$ cat config.mk
export PLATFORM = sky130hd
export DESIGN_NAME = fetch_unit
export DESIGN_NICKNAME = d
export VERILOG_FILES = /design/src/rtl/fetch_unit.sv
export SDC_FILE = /design/constraint.sdc
export NUM_CORES = 1
export LEC_CHECK = 0
export BUFFER_PORTS_ARGS = -buffer_cell sky130_fd_sc_hd__buf_2
export CORE_AREA = 4 4 109 111
export DETAILED_ROUTE_END_ITERATION = 7
export DIE_AREA = 0 0 113 115
export PLACE_DENSITY = 0.78
export SLEW_MARGIN = 25
export SYNTH_ARGS = -nofsm -noshare
export SYNTH_HDL_FRONTEND = slang
export SYNTH_SLANG_ARGS = --single-unit
$ cat constraint.sdc
create_clock -name clk -period 4.85 [get_ports clk]
set_input_delay 0.2425 -clock clk [delete_from_list [all_inputs] [get_ports clk]]
set_output_delay 0.2425 -clock clk [all_outputs]
set_load 0.03 [all_outputs]
$ cat src/rtl/fetch_unit.sv
`default_nettype none
// ============================================================================
// Module      : fetch_unit
// Description : PC-holding instruction fetch sequencer. Owns the architectural
//               PC, issues one instruction-memory request at a time, and hands
//               fetched instructions (tagged with their PC) to decode over a
//               valid/ready handshake. A redirect flushes the in-flight path.
// Revision    : 1.0 - initial release
// ----------------------------------------------------------------------------
// Ports
//   clk             in   1   clock, rising edge
//   rst             in   1   synchronous active-high reset
//   next_pc         in  32   successor of cur_pc (from program_counter)
//   cur_pc          out 32   architectural PC register
//   redirect_valid  in   1   flush request from execute
//   redirect_pc     in  32   redirect target
//   imem_req_valid  out  1   fetch request valid
//   imem_req_addr   out 32   fetch address (== cur_pc)
//   imem_req_ready  in   1   memory accepts request
//   imem_rsp_valid  in   1   response strobe (no backpressure)
//   imem_rsp_data   in  32   instruction word
//   inst_valid      out  1   decode output valid
//   inst_data       out 32   fetched instruction
//   inst_pc         out 32   PC of inst_data
//   inst_ready      in   1   decode accepts
// ============================================================================
module fetch_unit #(
  parameter logic [31:0] RESET_PC = 32'h0000_0000
) (
  input  logic        clk,
  input  logic        rst,
  input  logic [31:0] next_pc,
  output logic [31:0] cur_pc,
  input  logic        redirect_valid,
  input  logic [31:0] redirect_pc,
  output logic        imem_req_valid,
  output logic [31:0] imem_req_addr,
  input  logic        imem_req_ready,
  input  logic        imem_rsp_valid,
  input  logic [31:0] imem_rsp_data,
  output logic        inst_valid,
  output logic [31:0] inst_data,
  output logic [31:0] inst_pc,
  input  logic        inst_ready
);

  typedef enum logic [1:0] {
    S_REQ  = 2'd0,  // issuing a request, output register empty
    S_WAIT = 2'd1,  // one request outstanding
    S_HOLD = 2'd2   // output register full
  } state_t;

  state_t      r_state;
  logic        r_kill;
  logic [31:0] r_pc;
  logic        r_inst_valid;
  logic [31:0] r_inst_data;
  logic [31:0] r_inst_pc;

  state_t      w_state_n;
  logic        w_kill_n;
  logic [31:0] w_pc_n;
  logic        w_inst_valid_n;
  logic [31:0] w_inst_data_n;
  logic [31:0] w_inst_pc_n;

  always_ff @(posedge clk) begin
    if (rst) begin
      r_state      <= S_REQ;
      r_kill       <= 1'b0;
      r_pc         <= RESET_PC;
      r_inst_valid <= 1'b0;
      r_inst_data  <= 32'h0;
      r_inst_pc    <= 32'h0;
    end else begin
      r_state      <= w_state_n;
      r_kill       <= w_kill_n;
      r_pc         <= w_pc_n;
      r_inst_valid <= w_inst_valid_n;
      r_inst_data  <= w_inst_data_n;
      r_inst_pc    <= w_inst_pc_n;
    end
  end

  always_comb begin
    w_state_n      = r_state;
    w_kill_n       = r_kill;
    w_pc_n         = r_pc;
    w_inst_valid_n = r_inst_valid;
    w_inst_data_n  = r_inst_data;
    w_inst_pc_n    = r_inst_pc;

    case (r_state)
      S_REQ: begin
        if (redirect_valid) begin
          w_pc_n         = redirect_pc;
          w_inst_valid_n = 1'b0;
          // A request accepted this cycle still carries the old address, so
          // its response must be thrown away when it returns.
          if (imem_req_ready) begin
            w_state_n = S_WAIT;
            w_kill_n  = 1'b1;
          end
        end else if (imem_req_ready) begin
          w_state_n = S_WAIT;
          w_kill_n  = 1'b0;
        end
      end

      S_WAIT: begin
        if (redirect_valid) begin
          w_pc_n         = redirect_pc;
          w_inst_valid_n = 1'b0;
          if (imem_rsp_valid) begin
            w_state_n = S_REQ;
            w_kill_n  = 1'b0;
          end else begin
            w_kill_n  = 1'b1;
          end
        end else if (imem_rsp_valid) begin
          if (r_kill) begin
            // cur_pc already holds the redirect target; just re-issue.
            w_state_n = S_REQ;
            w_kill_n  = 1'b0;
          end else begin
            w_inst_data_n  = imem_rsp_data;
            w_inst_pc_n    = r_pc;
            w_inst_valid_n = 1'b1;
            w_pc_n         = next_pc;
            w_state_n      = S_HOLD;
          end
        end
      end

      S_HOLD: begin
        if (redirect_valid) begin
          w_pc_n         = redirect_pc;
          w_inst_valid_n = 1'b0;
          w_state_n      = S_REQ;
        end else if (inst_ready) begin
          // Going through the state register keeps inst_ready off the
          // combinational path to imem_req_valid.
          w_inst_valid_n = 1'b0;
          w_state_n      = S_REQ;
        end
      end

      default: begin
        w_state_n = S_REQ;
        w_kill_n  = 1'b0;
      end
    endcase
  end

  assign imem_req_valid = (r_state == S_REQ) && !rst;
  assign imem_req_addr  = r_pc;
  assign cur_pc         = r_pc;
  assign inst_valid     = r_inst_valid;
  assign inst_data      = r_inst_data;
  assign inst_pc        = r_inst_pc;

endmodule
`default_nettype wire

==> metrics.yaml, run 1 <==
synthArstFlopShare_pct: 0
clock_skew_ns: 0.0130
synth_ff_type: "dfxtp_1"
place_congestion: 0.799
yosys-top-cells-area: "dfxtp_1 (47%), nand2_1 (11%), a211oi_2 (8.3%), a21oi_1 (8.0%), mux2i_1 (7.8%)"
syn_area_per_cell_um2: 8.84
synth_most_common_cell: "nand2_1"
power_frac_seq_pct: 51.1
rsz0062_at_grt: "no"
multi_input_area_um2: 1770
antenna_found_initial: 0
yosysUniqueCellTypes: 22
max_stage_delay_ns: 0.53
p_comb_share_pct: 21.2
drv_cap: 0
num_io_pins: 232
cts_setup_buffers: 0
grt_use_total_pct: 16.8
reg2reg_from: "r_state[0]"
syn_to_final_growth_pct: 25.8
avgRoutedWirePerCell_um: 14.2
finish.instance_area_um2: 5340
slowest_stage: "or3_2"
dp_hpwl_um: 8280
layout.nets: 762
crit_arrival_ns: 2.64
die_y_um: 115
n_fill_cell: 1065
worst_slew_pin_slew_ns: 0.781
cp_max_fo: 43
ys_seq_elements: 100
synth_top_area_share_pct: 47.2
endpoint_kind: "flip-flop"
required_ns: 5.12
hold_end: "inst_data[9]"
finalWorstPathRequiredPeriod_ns: 2.37
cp-start-kind: "flip-flop"
diodes: 0
insertion_delay_ns: 0.35
hold_class: "primary input to flip-flop"
grt_max_degree: 65
drive_above_1_share_pct: 42.6
synth_edf_count: 0
power_switching_share_pct: 32.5
outcome: "finished, final reports clean"
path_cells: "nand2b_2 > buf_4 > or3_2 > buf_4 > nand2_1 > a21oi_1"
crit_top_cell: "buf_4"
grt_overflow: 0
drt_first_pass_iters: 4
drt_wl_total_um: 11400
cts_buffer_depth: 2
reg2reg_depth: 6
place_area_um2: 5160
coreArea_um2: 10800
initial_core_util_pct: 39.3
grt_pass1_wl_um: 17900
setup_tns_ns: 0
leakagePower_uw: 0.00260
ys_warn_count: 0
vias: 3800
netlist_area_um2: 4250
viasPerCell: 4.72
cts_root_buf: "clkbuf_8"
drv_slew: 0
cts_htree_levels: 3
rows: 38
cts_num_sinks: 100
cts_tree: "yes"
hold_viol: 0
p_sw_uw: 568
hp-start: "imem_rsp_data[9]"
hold_buffers: 0
max_freq_ghz: 0.422
die_width_um: 113
syn_inst: 480
drcViolationCount: 0
r2r_slack_ns: 2.48
grt_pass1_vias: 3652
rr_endpoint: "inst_data[17]"
period_share_pct: 48.9
drt_iter0_markers: 191
synthesis.nets: 582
internal-power_uw: 1180
power_frac_clock_pct: 27.7
numCtsBuffers: 9
synth_top_area_cell: "dfxtp_1"
dieArea_um2: 13000
worstSetupPathType: "flip-flop to flip-flop"
ff_latch_area_um2: 2000
p_total_uw: 1750
max_slew_margin_pct: 47.9
cellPowerDensity_nw_per_um2: 328
cts_resized: 0
setup_viol: 0
cts.reportedPaths.clkPinSlew_ns: 0.10
numPortBuffers: 231
holdPathStages: 3
ant_nets: 0
synth_common_cells: "nand2_1 (128), dfxtp_1 (100), a21oi_1 (68)"
synth-seq-area-share_pct: 47.2
peakVddDrop_mv: 0.180
## layout by cell type (no fill, tap or decap)
master / n
buf_2: 230
nand2_1: 128
dfxtp_1: 100
a21oi_1: 68
nor2_1: 34
mux2i_1: 33
a211oi_2: 28
clkbuf_8: 10
buf_4: 6
a211oi_1: 5
inv_1: 4
clkbuf_1: 3
clkinvlp_4: 3
nor3_1: 2
nand2b_1: 1
nand2b_2: 1
nor3_4: 1
or3_2: 1
and2_4: 1
a211oi_4: 1
or4_1: 1
a31oi_1: 1
o2111ai_1: 1
o21ai_0: 1
buf_6: 1
## final cells by class
| type | instances | share of cell area (%) |
|---|---|---|
| clock buffers | 13 | 2.79 |
| clock inverters | 3 | 0.422 |
| inverters | 4 | 0.281 |
| multi-input cells | 308 | 33.2 |
| flip-flops and latches | 100 | 37.5 |
| well taps | 140 | 3.28 |
| repair buffers | 237 | 22.6 |
## worst max-delay path: cells and delay by family, from the launching register on
| family | cells | cell delay [ns] |
|---|---|---|
| and+or+nand+nor | 3 | 0.74 |
| AOI/OAI and AO/OA | 1 | 0.16 |
| buffers and inverters | 2 | 0.97 |
| DFF | 1 | 0.41 |
## how the worst max path moves through the flow
stage              startpoint        endpoint  slack (ns)  depth (start not counted)
6_report           r_state[0]   inst_data[17]        2.48                          6
3_3_place_gp   redirect_valid      inst_pc[3]        2.27                          7
3_5_place_dp   redirect_valid   inst_data[30]        2.24                          7
4_1_cts            r_state[0]   inst_data[30]        2.22                          6
5_1_grt            r_state[0]   inst_data[25]        2.25                          6
2_1_floorplan             rst  imem_req_valid        3.31                          3
## stage by stage
step           setup slack, ns  cells  util, %  hold slack (ns)
2_1_floorplan             3.31    480        -            0.378
4_1_cts                   2.22    804     49.4           0.0960
3_5_place_dp              2.24    788     47.8            0.443
5_1_grt                   2.25    805     49.5           0.0939
6_report                  2.48    805     49.5            0.122
3_3_place_gp              2.27    788     47.8            0.440
## kinds of logic after synthesis
| group | after synthesis | share of synthesized area [%] |
|---|---|---|
| buf+inv | 72 | 11.2 |
| compound gates | 105 | 18.1 |
| simple gates | 170 | 15.8 |
| mux | 33 | 7.78 |
| flops | 100 | 47.2 |
## power by group through the flow
stage / combinational [µW] / clock, µW / sequential [µW]
floorplan: 226 / 0 / 977
global placement: 370 / 0 / 914
detailed placement: 374 / 0 / 915
CTS: 374 / 501 / 896
global route: 398 / 541 / 903
finish: 371 / 485 / 895
## state kept, by name (all words and copies together), names as in the netlist
name / flops
cur_pc: 32
inst_data: 32
inst_pc: 32
inst_valid: 1
r_kill: 1
r_state: 2
## layer usage
layer	routed length [µm]	track usage (%)
met1	4820	20.7
met2	5540	28.9
met3	832	4.47
met4	224	4.97
met5	0	0
Power figures use the tool's default switching activity.
==> inputs of run 2 (changes only) <==
- ABC_AREA: unset -> 1
- CORE_AREA: 4 4 109 111 -> 4 4 111 113
- DIE_AREA: 0 0 113 115 -> 0 0 115 117
- PLACE_DENSITY: 0.78 -> 0.8
- clock period: 4.85 -> 2.05 ns (I/O delays scaled with it)
==> metrics.yaml, run 2 <==
diodes: 0
synthArstFlopShare_pct: 0
final_cell_mix: "buf_2 (231), nor2_1 (197), nand2_1 (172)"
drt_wl_total_um: 12200
worstSetupPathType: "flip-flop to flip-flop"
drv_slew: 0
setup_tns_ns: 0
layout.nets: 951
syn_area_per_cell_um2: 6.78
period_share_pct: 81.6
cts_setup_buffers: 0
rsz0062_at_grt: "no"
drcViolationCount: 0
synth_xor_area_share_pct: 0
cts_buffer_depth: 2
outcome: "finished, final reports clean"
synth_most_common_cell: "nor2_1"
cts.reportedPaths.clkPinSlew_ns: 0.07
synth_edf_count: 0
cp-start-kind: "flip-flop"
synth_ff_type: "dfxtp_1"
viasPerCell: 4.44
cts_num_sinks: 100
hold_class: "primary input to flip-flop"
required_ns: 2.28
synth_top_area_share_pct: 45.4
vias: 4426
slowest_stage: "dfxtp_1"
ys_warn_count: 0
synth-seq-area-share_pct: 45.4
drt_first_pass_iters: 5
die_width_um: 115
grt_pass1_vias: 3870
num_io_pins: 232
drv_cap: 0
coreArea_um2: 11300
antenna_found_initial: 0
p_total_uw: 4930
fin_cells: 997
cellPowerDensity_nw_per_um2: 851
synthesis.nets: 753
post-place-ws_ns: 0.354
grt_pass1_wl_um: 18600
yosys-top-cells-area: "dfxtp_1 (45%), nor2_1 (17%), nand2_1 (15%), buf_4 (7.3%), o21ai_1 (4.5%)"
synth_top_area_cell: "dfxtp_1"
ant_nets: 0
synthSimpleGateAreaFrac_pct: 32.9
synthMuxAreaShare_pct: 0
die_y_um: 117
drt_iter0_markers: 274
endpoint_kind: "flip-flop"
max_slew_margin_pct: 62.5
path_cells: "inv_2 > nor2_4 > buf_4 > inv_2 > nand2_1 > nand2_1 > nor2_1 > nor2_1"
synth_top_family_by_area: "simple AND/OR/NAND/NOR gates"
synth_common_cells: "nor2_1 (197), nand2_1 (172), dfxtp_1 (100)"
yosysUniqueCellTypes: 23
hold_viol: 0
max_stage_delay_ns: 0.42
whs_ns: 0.0120
crit_arrival_ns: 1.90
cts_tree: "yes"
grt_use_total_pct: 17.0
leakagePower_uw: 0.00311
drive_above_1_share_pct: 31.1
max_freq_ghz: 0.598
insertion_delay_ns: 0.33
place_congestion: 0.801
synth_compound_area_share_pct: 7.80
grt_max_degree: 56
mostFrequentLayoutCell: "buf_2"
avgRoutedWirePerCell_um: 12.2
setup_ws_ns: 0.378
numCtsBuffers: 9
worst_slew_pin_slew_ns: 0.562
initial_core_util_pct: 39.0
cts_root_buf: "clkbuf_16"
cp_max_fo: 32
finalWorstPathRequiredPeriod_ns: 1.67
synth_fa_ha_area_share_pct: 0
place_inst: 968
numPortBuffers: 231
grt_overflow: 0
ys_seq_elements: 100
syn_to_final_growth_pct: 31.3
setup_viol: 0
netlist_area_um2: 4410
syn_inst: 651
dieArea_um2: 13500
rows: 39
cts_htree_levels: 3
clock_skew_ns: 0.00697
peakVddDrop_mv: 0.378
dp_hpwl_um: 8790
## run 2: changes by cell type in the layout (fill, tap and decap cells not counted), sizes merged, moves of 2 or more
cell | previous run | this run
clkbuf | 13 | 9
nand3 | 0 | 3
dlygate4sd3 | 0 | 13
nor2 | 34 | 199
buf | 237 | 241
nand2 | 128 | 173
inv | 4 | 41
nor3 | 3 | 1
mux2i | 33 | 0
a211oi | 34 | 0
o21ai | 1 | 64
a21oi | 68 | 3
nand2b | 2 | 0
## run 2: routing by layer
metal	share of wire [%]	global-route usage [%]	up-vias
li1	-	-	2341
met1	43	21.0	1904
met2	47	29.1	167
met3	9.0	4.88	14
met4	1.3	4.77	0
met5	0	0	-
## run 2: through the flow
step	util, %	instance area (µm²)
floorplan	-	4410
global placement	47.5	5380
detailed placement	47.5	5380
CTS	51.2	5790
global route	51.2	5790
finish	51.2	5790
## run 2: layout make-up
class / count / area [µm²]
well taps: 143 / 179
clock inverters: 7 / 58.8
inverters: 39 / 146
clock buffers: 9 / 225
flip-flops and latches: 100 / 2000
repair buffers: 254 / 1390
multi-input cells: 445 / 1800
fillers: 1144 / 5530
## run 2: kinds of logic after synthesis
group / Yosys count
flip-flops: 100
AO/OA/AOI/OAI: 68
AND/OR/NAND/NOR: 377
buffers and inverters: 106
## run 2: what timing repair did
action | in CTS | in global routing
endpoints found under the hold margin | 16 | 0
hold buffers | 13 | 0
gates resized for setup | 0 | 0
## run 2: report_power, final
part           internal, µW  switching, µW  total [µW]
Combinational           371            770        1140
Sequential             2070           98.7        2170
Clock                   841            783        1620
## run 2: final timing paths
path | from | endpoint | slack [ns] | cells past startpoint
worst max-delay path | r_state[0] | cur_pc[15] | 0.38 | 8
worst max register to register | r_state[0] | cur_pc[15] | 0.38 | 8
worst min-delay path | imem_rsp_data[16] | inst_data[16] | 0.01 | 3
worst min register to register | inst_valid | inst_valid | 0.46 | 2
## run 2: critical path, delay by kind of cell (launching register included)
family                 cells  cell delay [ns]
buffers and inverters      3             0.66
AND/OR/NAND/NOR            5             0.48
flip-flops                 1             0.42
